==> config.mk <==
export PLATFORM = sky130hd
export DESIGN_NAME = fetch_queue_flat
export DESIGN_NICKNAME = d
export VERILOG_FILES = /design/src/rtl/fetch_queue_pkg.sv /design/src/rtl/fetch_queue_if.sv /design/src/rtl/fetch_queue_ptr.sv /design/src/rtl/fetch_queue.sv /design/src/flat_wrapper.sv
export SDC_FILE = /design/constraint.sdc
export NUM_CORES = 1
export LEC_CHECK = 0
export CAP_MARGIN = 20
export CORE_ASPECT_RATIO = 0.5
export CORE_UTILIZATION = 45
export CTS_CLUSTER_DIAMETER = 30
export DETAILED_ROUTE_END_ITERATION = 6
export GPL_TIMING_DRIVEN = 1
export PLACE_DENSITY = 0.79
export SETUP_SLACK_MARGIN = 0.05
export SYNTH_ARGS = -nofsm -noshare
export SYNTH_HDL_FRONTEND = slang
export SYNTH_HIERARCHICAL = 1
export SYNTH_SLANG_ARGS = --single-unit
export TNS_END_PERCENT = 5
==> constraint.sdc <==
create_clock -name clk -period 10.7 [get_ports clk]
set_input_delay 1.07 -clock clk [delete_from_list [all_inputs] [get_ports clk]]
set_output_delay 1.07 -clock clk [all_outputs]
set_load 0.03 [all_outputs]
==> src/rtl/fetch_queue_pkg.sv <==
// Shared types and constants for the instruction fetch queue.
// Optional same-cycle bypass is enabled by defining FETCH_QUEUE_BYPASS_EN.
package fetch_pkg;

    localparam int ADDR_W   = 16;
    localparam int DATA_W   = 32;
    localparam int FQ_DEPTH = 4;

    localparam logic [DATA_W-1:0] NOP_INSTR = 32'h0;

    typedef struct packed {
        logic [ADDR_W-1:0] pc;
        logic [DATA_W-1:0] instr;
    } fetch_entry_t;

    // Value presented at the head whenever nothing valid is available.
    function automatic fetch_entry_t nop_entry();
        fetch_entry_t e;
        e.pc    = '0;
        e.instr = NOP_INSTR;
        return e;
    endfunction

endpackage

==> src/rtl/fetch_queue_if.sv <==
// Fetch-to-decode handshake bundle: IF push side, ID pop side, flush and occupancy.
// master = IF/ID environment, slave = the queue itself.
interface fetch_queue_if
    import fetch_pkg::*;
#(
    parameter int DEPTH = FQ_DEPTH
);

    localparam int CW = $clog2(DEPTH) + 1;

    logic                flush;
    logic                in_valid;
    logic [ADDR_W-1:0]   in_pc;
    logic [DATA_W-1:0]   in_instr;
    logic                in_ready;
    logic                out_valid;
    logic [ADDR_W-1:0]   out_pc;
    logic [DATA_W-1:0]   out_instr;
    logic                out_ready;
    logic [CW-1:0]       count;

    modport master (
        output flush, in_valid, in_pc, in_instr, out_ready,
        input  in_ready, out_valid, out_pc, out_instr, count
    );

    modport slave (
        input  flush, in_valid, in_pc, in_instr, out_ready,
        output in_ready, out_valid, out_pc, out_instr, count
    );

endinterface

==> src/rtl/fetch_queue_ptr.sv <==
// Wrapping pointer counter (modulo 2**W) with synchronous clear taking priority over increment.
module fq_ptr #(
    parameter int W = 2
) (
    input  logic         clk,
    input  logic         rst_n,
    input  logic         clr,
    input  logic         inc,
    output logic [W-1:0] ptr
);

    logic [W-1:0] ptr_reg;

    always_ff @(posedge clk or negedge rst_n) begin
        if (!rst_n) begin
            ptr_reg <= '0;
        end else if (clr) begin
            ptr_reg <= '0;
        end else if (inc) begin
            ptr_reg <= ptr_reg + 1'b1;
        end
    end

    assign ptr = ptr_reg;

endmodule

==> src/rtl/fetch_queue.sv <==
// Instruction prefetch FIFO between IF and ID with flush on taken branch.
// Define FETCH_QUEUE_BYPASS_EN for same-cycle pass-through when the queue is empty.
module fetch_queue
    import fetch_pkg::*;
#(
    parameter int DEPTH = FQ_DEPTH
) (
    input  logic          clk,
    input  logic          rst_n,
    fetch_queue_if.slave  q
);

    localparam int PW = $clog2(DEPTH);
    localparam int CW = PW + 1;

    logic [CW-1:0] cnt_reg;
    logic [CW-1:0] cnt_next;
    logic [PW-1:0] rd_ptr;
    logic [PW-1:0] wr_ptr;
    logic          full;
    logic          empty;
    logic          in_ready;
    logic          bypass;
    logic          push;
    logic          pop;

    fetch_entry_t  mem [DEPTH];
    fetch_entry_t  in_entry;
    fetch_entry_t  head_entry;

    assign full  = (cnt_reg == CW'(DEPTH));
    assign empty = (cnt_reg == '0);

    // in_ready ignores a concurrent pop so the write never races the read slot.
    assign in_ready = ~full & ~q.flush;

`ifdef FETCH_QUEUE_BYPASS_EN
    assign bypass = empty & q.in_valid & q.out_ready & ~q.flush;
`else
    assign bypass = 1'b0;
`endif

    assign push = q.in_valid & in_ready & ~bypass;
    assign pop  = ~empty & q.out_ready & ~q.flush;

    assign in_entry.pc    = q.in_pc;
    assign in_entry.instr = q.in_instr;

    always_comb begin
        head_entry = nop_entry();
        if (bypass) begin
            head_entry = in_entry;
        end else if (!empty) begin
            head_entry = mem[rd_ptr];
        end
    end

    always_comb begin
        cnt_next = cnt_reg;
        if (q.flush) begin
            cnt_next = '0;
        end else if (push && !pop) begin
            cnt_next = cnt_reg + 1'b1;
        end else if (pop && !push) begin
            cnt_next = cnt_reg - 1'b1;
        end
    end

    always_ff @(posedge clk or negedge rst_n) begin
        if (!rst_n) begin
            cnt_reg <= '0;
        end else begin
            cnt_reg <= cnt_next;
        end
    end

    fq_ptr #(.W(PW)) u_wr_ptr (
        .clk   (clk),
        .rst_n (rst_n),
        .clr   (q.flush),
        .inc   (push),
        .ptr   (wr_ptr)
    );

    fq_ptr #(.W(PW)) u_rd_ptr (
        .clk   (clk),
        .rst_n (rst_n),
        .clr   (q.flush),
        .inc   (pop),
        .ptr   (rd_ptr)
    );

    // Storage is deliberately unreset; empty slots are masked by the head mux.
    genvar gi;
    generate
        for (gi = 0; gi < DEPTH; gi++) begin : g_mem
            always_ff @(posedge clk) begin
                if (push && (wr_ptr == PW'(gi))) begin
                    mem[gi] <= in_entry;
                end
            end
        end
    endgenerate

    assign q.in_ready  = in_ready;
    assign q.out_valid = ~empty | bypass;
    assign q.out_pc    = head_entry.pc;
    assign q.out_instr = head_entry.instr;
    assign q.count     = cnt_reg;

endmodule
==> src/flat_wrapper.sv <==
// flat-port wrapper written by rule: the top's interface ports become plain ports
module fetch_queue_flat import fetch_pkg::*;
#(
    parameter int DEPTH = FQ_DEPTH
)
  (clk, rst_n, q_flush, q_in_valid, q_in_pc, q_in_instr, q_out_ready, q_in_ready, q_out_valid, q_out_pc, q_out_instr, q_count);
  fetch_queue_if #(.DEPTH(DEPTH)) q_i ();
  input  logic clk;
  input  logic rst_n;
  input wire logic [$bits(q_i.flush)-1:0] q_flush;
  input wire logic [$bits(q_i.in_valid)-1:0] q_in_valid;
  input wire logic [$bits(q_i.in_pc)-1:0] q_in_pc;
  input wire logic [$bits(q_i.in_instr)-1:0] q_in_instr;
  input wire logic [$bits(q_i.out_ready)-1:0] q_out_ready;
  output wire logic [$bits(q_i.in_ready)-1:0] q_in_ready;
  output wire logic [$bits(q_i.out_valid)-1:0] q_out_valid;
  output wire logic [$bits(q_i.out_pc)-1:0] q_out_pc;
  output wire logic [$bits(q_i.out_instr)-1:0] q_out_instr;
  output wire logic [$bits(q_i.count)-1:0] q_count;
  assign q_i.flush = q_flush;
  assign q_i.in_valid = q_in_valid;
  assign q_i.in_pc = q_in_pc;
  assign q_i.in_instr = q_in_instr;
  assign q_i.out_ready = q_out_ready;
  assign q_in_ready = q_i.in_ready;
  assign q_out_valid = q_i.out_valid;
  assign q_out_pc = q_i.out_pc;
  assign q_out_instr = q_i.out_instr;
  assign q_count = q_i.count;
  fetch_queue #(.DEPTH(DEPTH)) u_core (.clk(clk), .rst_n(rst_n), .q(q_i));
endmodule
==> qor.yml, run 1 <==
drcViolationCount: 0
clk-insertion-delay-late_ns: 0.42
final.min_clock_period_ns: 3.80
setup_viol: 0
timing_hold_violations_final: 0
commonest_non_fill_non_tap_cell_in_the_layout: "edfxtp_1"
grt_busiest_layer: "met2"
cts.htree.levels: 4
floorplan.initialDensity_pct: 46.5
crit_path_start: "u_core/u_rd_ptr/ptr[1]"
worstHoldPathType: "reg -> reg"
muxShareOfSynthArea_pct: 14.6
layout-area-overhead-vs-synth_pct: 24.9
cts_hold_repair.buffers: 0
synth_xor_xnor_area_share_pct: 0.440
final_nets: 520
cellPowerDensity_mw_per_mm2: 221
io_pins: 106
crit_path_buffers_inverters: 2
seq_area_frac_synth_pct: 77.3
grt.met1_usage_pct: 19.8
number_of_flops_mapped_to_enable_cells_by_yosys: 192
hpwl_um: 7940
worstSetupEndpointType: "primary output"
grt_remaining_overflow: 0
skew_ns: 0.00729
drt-wirelength-per-cell_um: 19.0
finalCoreUtilization_pct: 58.1
flops_latches_synth: 199
clk_root_buffer_cell: "clkbuf_16"
syn_area_sq_mm: 0.00768
route.detailed.vias_per_inst: 5.12
worst_hold_path.endpoint: "u_core/q.count[2]"
floorplan.die_area_sq_mm: 0.0176
fp.dieW_um: 187
net_count_synth: 405
async_flop_share_pct: 3.52
detail-route-antenna-nets: 0
synthSimpleGateAreaFrac_pct: 5.32
setup.reg_to_reg.worst_slack_ns: 8.13
worst_r2r_startpoint: "u_core/q.count[0]"
result_of_the_run: "finished, final reports clean"
met2_track_demand_over_resource_pct: 27.8
cp.arrival_ns: 2.73
vdd_ir_drop_max_mv: 0.131
worstReg2RegEnd: "u_core/q.count[2]"
tritoncts_clock_tree: "yes"
maxSlewHeadroom_pct: 39.8
antenna_found_initial: 0
placement_rows: 33
most-common-layout-cells: "edfxtp_1, clkdlybuf4s50_1, mux4_2, and2_1, clkbuf_16"
critPathTopFamily: "buffers and inverters"
via_count: 3603
grt_first_pass_wirelength_um: 20700
yosysWarnings: 6
max_clock_freq_ghz: 0.263
first_pass_iters: 4
path_cells: "buf_4, mux4_2, and2_1, clkdlybuf4s50_1"
clk_transition_reported_paths_ns: 0.07
drv_slew: 0
track_usage_pct: 15.9
dr.first_iter.drc_count: 226
numPortBuffers: 105
r2r_cells: 6
cts-resized-gates: 0
adder_cell_fraction_of_synth_area_pct: 0.261
gr_met3_demand_resource_pct: 3.79
dieHeight_um: 94.4
synthesis.area_per_instance_sq_um: 21.9
synth-main-ff-cell: "edfxtp_1"
cp-start-kind: "flip-flop"
hold_depth: 2
wl_um: 13400
hold_path.startpoint: "u_core/q.count[2]"
rsz0062_at_grt: "no"
fin_crit_sh_pct: 35.6
post_route_cells_drive_above_1_share_pct: 20.8
grt_pass1_vias: 3833
largest-register: "u_core/mem"
post_synthesis_cell_count: 351
grt_max_degree: 54
main_combinational_cell_family_by_area_after_synthesis: "multiplexers"
slowest_cell_delay_on_critical_path_ns: 0.60
placeableCoreArea_sq_mm: 0.0165
cellLeakagePower_nw: 3.04
setup_tns_ns: 0
critical_path_class: "reg -> out"
gpl.final_weighted_congestion: 0.785
post_cts_setup_driven_buffer_insertion_count: 0
maxCapViolCount: 0
netlist-cell-type-count: 28
path_max_fanout: 36
cts_made_buffers: 17
critical_path_required_ns: 9.63
tightest_slew_ns: 0.903
clock-sinks: 199
synth_compound_gate_area_share_pct: 0.619
cp_slowest_cell: "clkdlybuf4s50_1"
ctsLongestPathBuffers: 2
largest_reg_flops: 192
antenna_cells: 0
-- area by class of cell --
| type | count | area, sq um |
|---|---|---|
| Fill cell | 1209 | 6910 |
| Inverter | 3 | 11.3 |
| Clock inverter | 13 | 141 |
| Sequential cell | 199 | 5950 |
| Clock buffer | 17 | 425 |
| Multi-Input combinational cell | 132 | 1660 |
| Timing Repair Buffer | 113 | 1140 |
| Tap cell | 227 | 284 |
-- kinds of logic after synthesis --
| logic type | after synthesis |
|---|---|
| flip-flops | 199 |
| AO/OA/AOI/OAI | 6 |
| buffers and inverters | 20 |
| multiplexers | 52 |
| XOR/XNOR | 3 |
| AND/OR/NAND/NOR | 70 |
| adder cells (fa/ha/maj) | 1 |
-- cells in the mapped netlist (2+ instances only) --
cell type,number,area share (%)
a21bo_1,2,0.26
dfrtp_1,7,2.3
edfxtp_1,192,75
a21oi_1,2,0.13
nand2_1,3,0.15
buf_2,5,0.33
nor3b_1,2,0.20
nor2_1,10,0.49
nand3b_1,2,0.20
xnor2_1,2,0.23
buf_6,3,0.44
a21oi_2,2,0.23
inv_1,2,0.098
mux4_2,48,14
mux2_2,2,0.29
and2_1,48,3.9
and3_1,2,0.16
clkbuf_1,7,0.34
-- layer usage --
metal | part of all wire [%] | up-vias
met1 | 43 | 1899
met3 | 3.2 | 13
met5 | 0 | -
met2 | 53 | 51
li1 | - | 1640
met4 | 1.1 | 0
-- worst min-delay path, delay by kind of cell, from the launching register on --
family / cells / cell delay, ns
DFF: 1 / 0.41
muxes: 1 / 0.12
and+or+nand+nor: 1 / 0.09
-- report_power, final --
| group | switching (mW) | leakage (nW) | internal (mW) |
|---|---|---|---|
| Combinational | 0.323 | 0.933 | 0.274 |
| Clock | 0.283 | 0.276 | 0.327 |
| Sequential | 0.0229 | 1.83 | 0.894 |
| Total | 0.628 | 3.04 | 1.50 |
-- how the worst max path moves through the flow --
stage                        endpoint  slack, ns  cells past startpoint
detailed placement  u_core/mem[0][21]       6.59                      5
CTS                   q_out_instr[27]       6.62                      3
finish                q_out_instr[11]       6.90                      4
global placement     u_core/mem[1][7]       6.72                      5
global route              q_out_pc[6]       6.74                      4
floorplan            u_core/mem[1][0]       4.69                      4
-- per-stage QoR --
| stage | setup slack, ns | hold slack, ns | power (mW) | cell area (sq um) | instances |
|---|---|---|---|---|---|
| after CTS | 6.62 | 0.662 | 2.14 | 9550 | 701 |
| after floorplan | 4.69 | 0.565 | 1.31 | 7680 | 351 |
| after detailed placement | 6.59 | 0.648 | 1.53 | 8980 | 671 |
| after global placement | 6.72 | 0.631 | 1.53 | 8980 | 671 |
| after global routing | 6.74 | 0.688 | 2.21 | 9600 | 704 |
| final | 6.90 | 0.656 | 2.12 | 9600 | 704 |
No activity file was read; power rests on OpenSTA's default activity.
==> run 2, diff against run 1 <==
- clock period: 10.7 -> 3.9 ns (I/O delays scaled with it)
==> run 2 against run 1 <==
Clock-buffer cell count grew 1. Non-clock buffer count grew 1. Core utilization up 0.33 points. Cell count grew 0.43%. Largest power group unchanged. Critical path type unchanged.
==> qor.yml, run 2 (synthesis gave the netlist of run 1 again) <==
fin_ws_ns: 0.752
tightest_slew_ns: 0.940
vdd_ir_drop_max_mv: 0.383
io_pins: 106
path_max_fanout: 37
grt_remaining_overflow: 0
final.min_clock_period_ns: 3.15
cts_hold_repair.buffers: 0
detail-route-antenna-nets: 0
result_of_the_run: "finished, final reports clean"
clk-insertion-delay-late_ns: 0.43
cts_made_buffers: 17
cp-start-kind: "flip-flop"
final_nets: 521
via_count: 3657
clock-sinks: 199
grt_first_pass_wirelength_um: 22300
floorplan.die_area_sq_mm: 0.0176
cp_slowest_cell: "dfrtp_4"
slowest_cell_delay_on_critical_path_ns: 0.61
maxCapViolCount: 0
first_pass_iters: 4
worstSetupEndpointType: "primary output"
antenna_found_initial: 0
floorplan.initialDensity_pct: 46.5
ctsLongestPathBuffers: 2
dieHeight_um: 94.4
antenna_cells: 0
hpwl_um: 8520
drv_slew: 0
most-common-layout-cells: "edfxtp_1, clkdlybuf4s50_1, mux4_2, and2_1, clkbuf_16"
fp.dieW_um: 187
grt_max_degree: 54
cts-resized-gates: 0
numPortBuffers: 105
drt-wirelength-per-cell_um: 20.6
post_route_cells_drive_above_1_share_pct: 21.0
post_cts_setup_driven_buffer_insertion_count: 0
critical_path_required_ns: 3.51
clk_root_buffer_cell: "clkbuf_16"
critPathTopFamily: "buffers and inverters"
route.detailed.vias_per_inst: 5.17
cp.arrival_ns: 2.76
placement_rows: 33
fin_crit_sh_pct: 80.7
minimum_setup_slack_after_placement_ns: 1.00
worst_hold_slack_ns: 0.223
finalCoreUtilization_pct: 58.5
timing_hold_violations_final: 0
cts.htree.levels: 4
layout-area-overhead-vs-synth_pct: 25.7
largest-register: "u_core/mem"
commonest_non_fill_non_tap_cell_in_the_layout: "edfxtp_1"
drcViolationCount: 0
fin_cells: 707
cellPowerDensity_mw_per_mm2: 606
tritoncts_clock_tree: "yes"
worstHoldPathType: "in -> async"
wl_um: 14600
setup_viol: 0
numPlacedInstances: 675
crit_path_buffers_inverters: 2
path_cells: "buf_12, mux4_2, and2_1, clkdlybuf4s50_1"
cellLeakagePower_nw: 3.05
largest_reg_flops: 192
placeableCoreArea_sq_mm: 0.0165
rsz0062_at_grt: "no"
gpl.final_weighted_congestion: 0.746
grt_pass1_vias: 3861
skew_ns: 0.00967
dr.first_iter.drc_count: 245
max_clock_freq_ghz: 0.318
critical_path_class: "reg -> out"
clk_transition_reported_paths_ns: 0.07
maxSlewHeadroom_pct: 37.4
track_usage_pct: 17.6
==> run 2: cell count changes in the layout (fill, tap and decap cells not counted) <==
cell,before,now
buf_16,1,0
nor3b_2,1,0
nor3b_4,0,1
clkinv_4,5,4
clkinvlp_4,1,4
buf_6,2,0
buf_12,0,5
clkbuf_1,0,1
buf_4,5,4
inv_8,3,2
==> run 2: worst paths after layout <==
| path | startpoint | end | slack [ns] | cells past startpoint |
|---|---|---|---|---|
| setup / recovery | u_core/u_rd_ptr/ptr[0] | q_out_instr[25] | 0.75 | 4 |
| hold / removal | rst_n | u_core/q.count[1] | 0.22 | 1 |
| setup reg to reg | u_core/q.count[0] | u_core/q.count[2] | 1.31 | 6 |
| hold reg to reg | u_core/q.count[2] | u_core/q.count[2] | 0.65 | 2 |
| max in group asynchronous | rst_n | u_core/u_rd_ptr/ptr[0] | 3.39 | 1 |
| min in group clk | q_in_instr[21] | u_core/mem[3][21] | 0.59 | 1 |
==> run 2: metal layers <==
metal | up-vias | routed length [um] | GRT usage (%)
met5 | - | 0 | 0
met4 | 0 | 168 | 7.24
met3 | 13 | 527 | 4.09
met2 | 78 | 7830 | 30.7
met1 | 1926 | 6030 | 21.6
li1 | 1640 | - | -
==> run 2: cell type report <==
class,instances,area [sq um]
Clock buffer,18,429
Clock inverter,14,144
Inverter,3,11.3
Timing Repair Buffer,114,1180
Sequential cell,199,5950
Tap cell,227,284
Multi-Input combinational cell,132,1660
Fill cell,1175,6860
==> run 2: power breakdown <==
part	leakage (nW)	internal, mW	total (mW)	switching, mW
logic	0.945	0.751	1.65	0.901
clock network	0.268	0.898	1.69	0.790
registers	1.83	2.45	2.52	0.0628
total	3.05	4.10	5.86	1.75
==> run 2: stage by stage <==
step           cell area, sq um  TNS, ns  power [mW]
6_report                   9660        0        5.86
5_1_grt                    9660        0        6.07
4_1_cts                    9660        0        5.91
3_5_place_dp               9080        0        4.24
3_3_place_gp               9080        0        4.21
2_1_floorplan              7690   -70.02        3.59
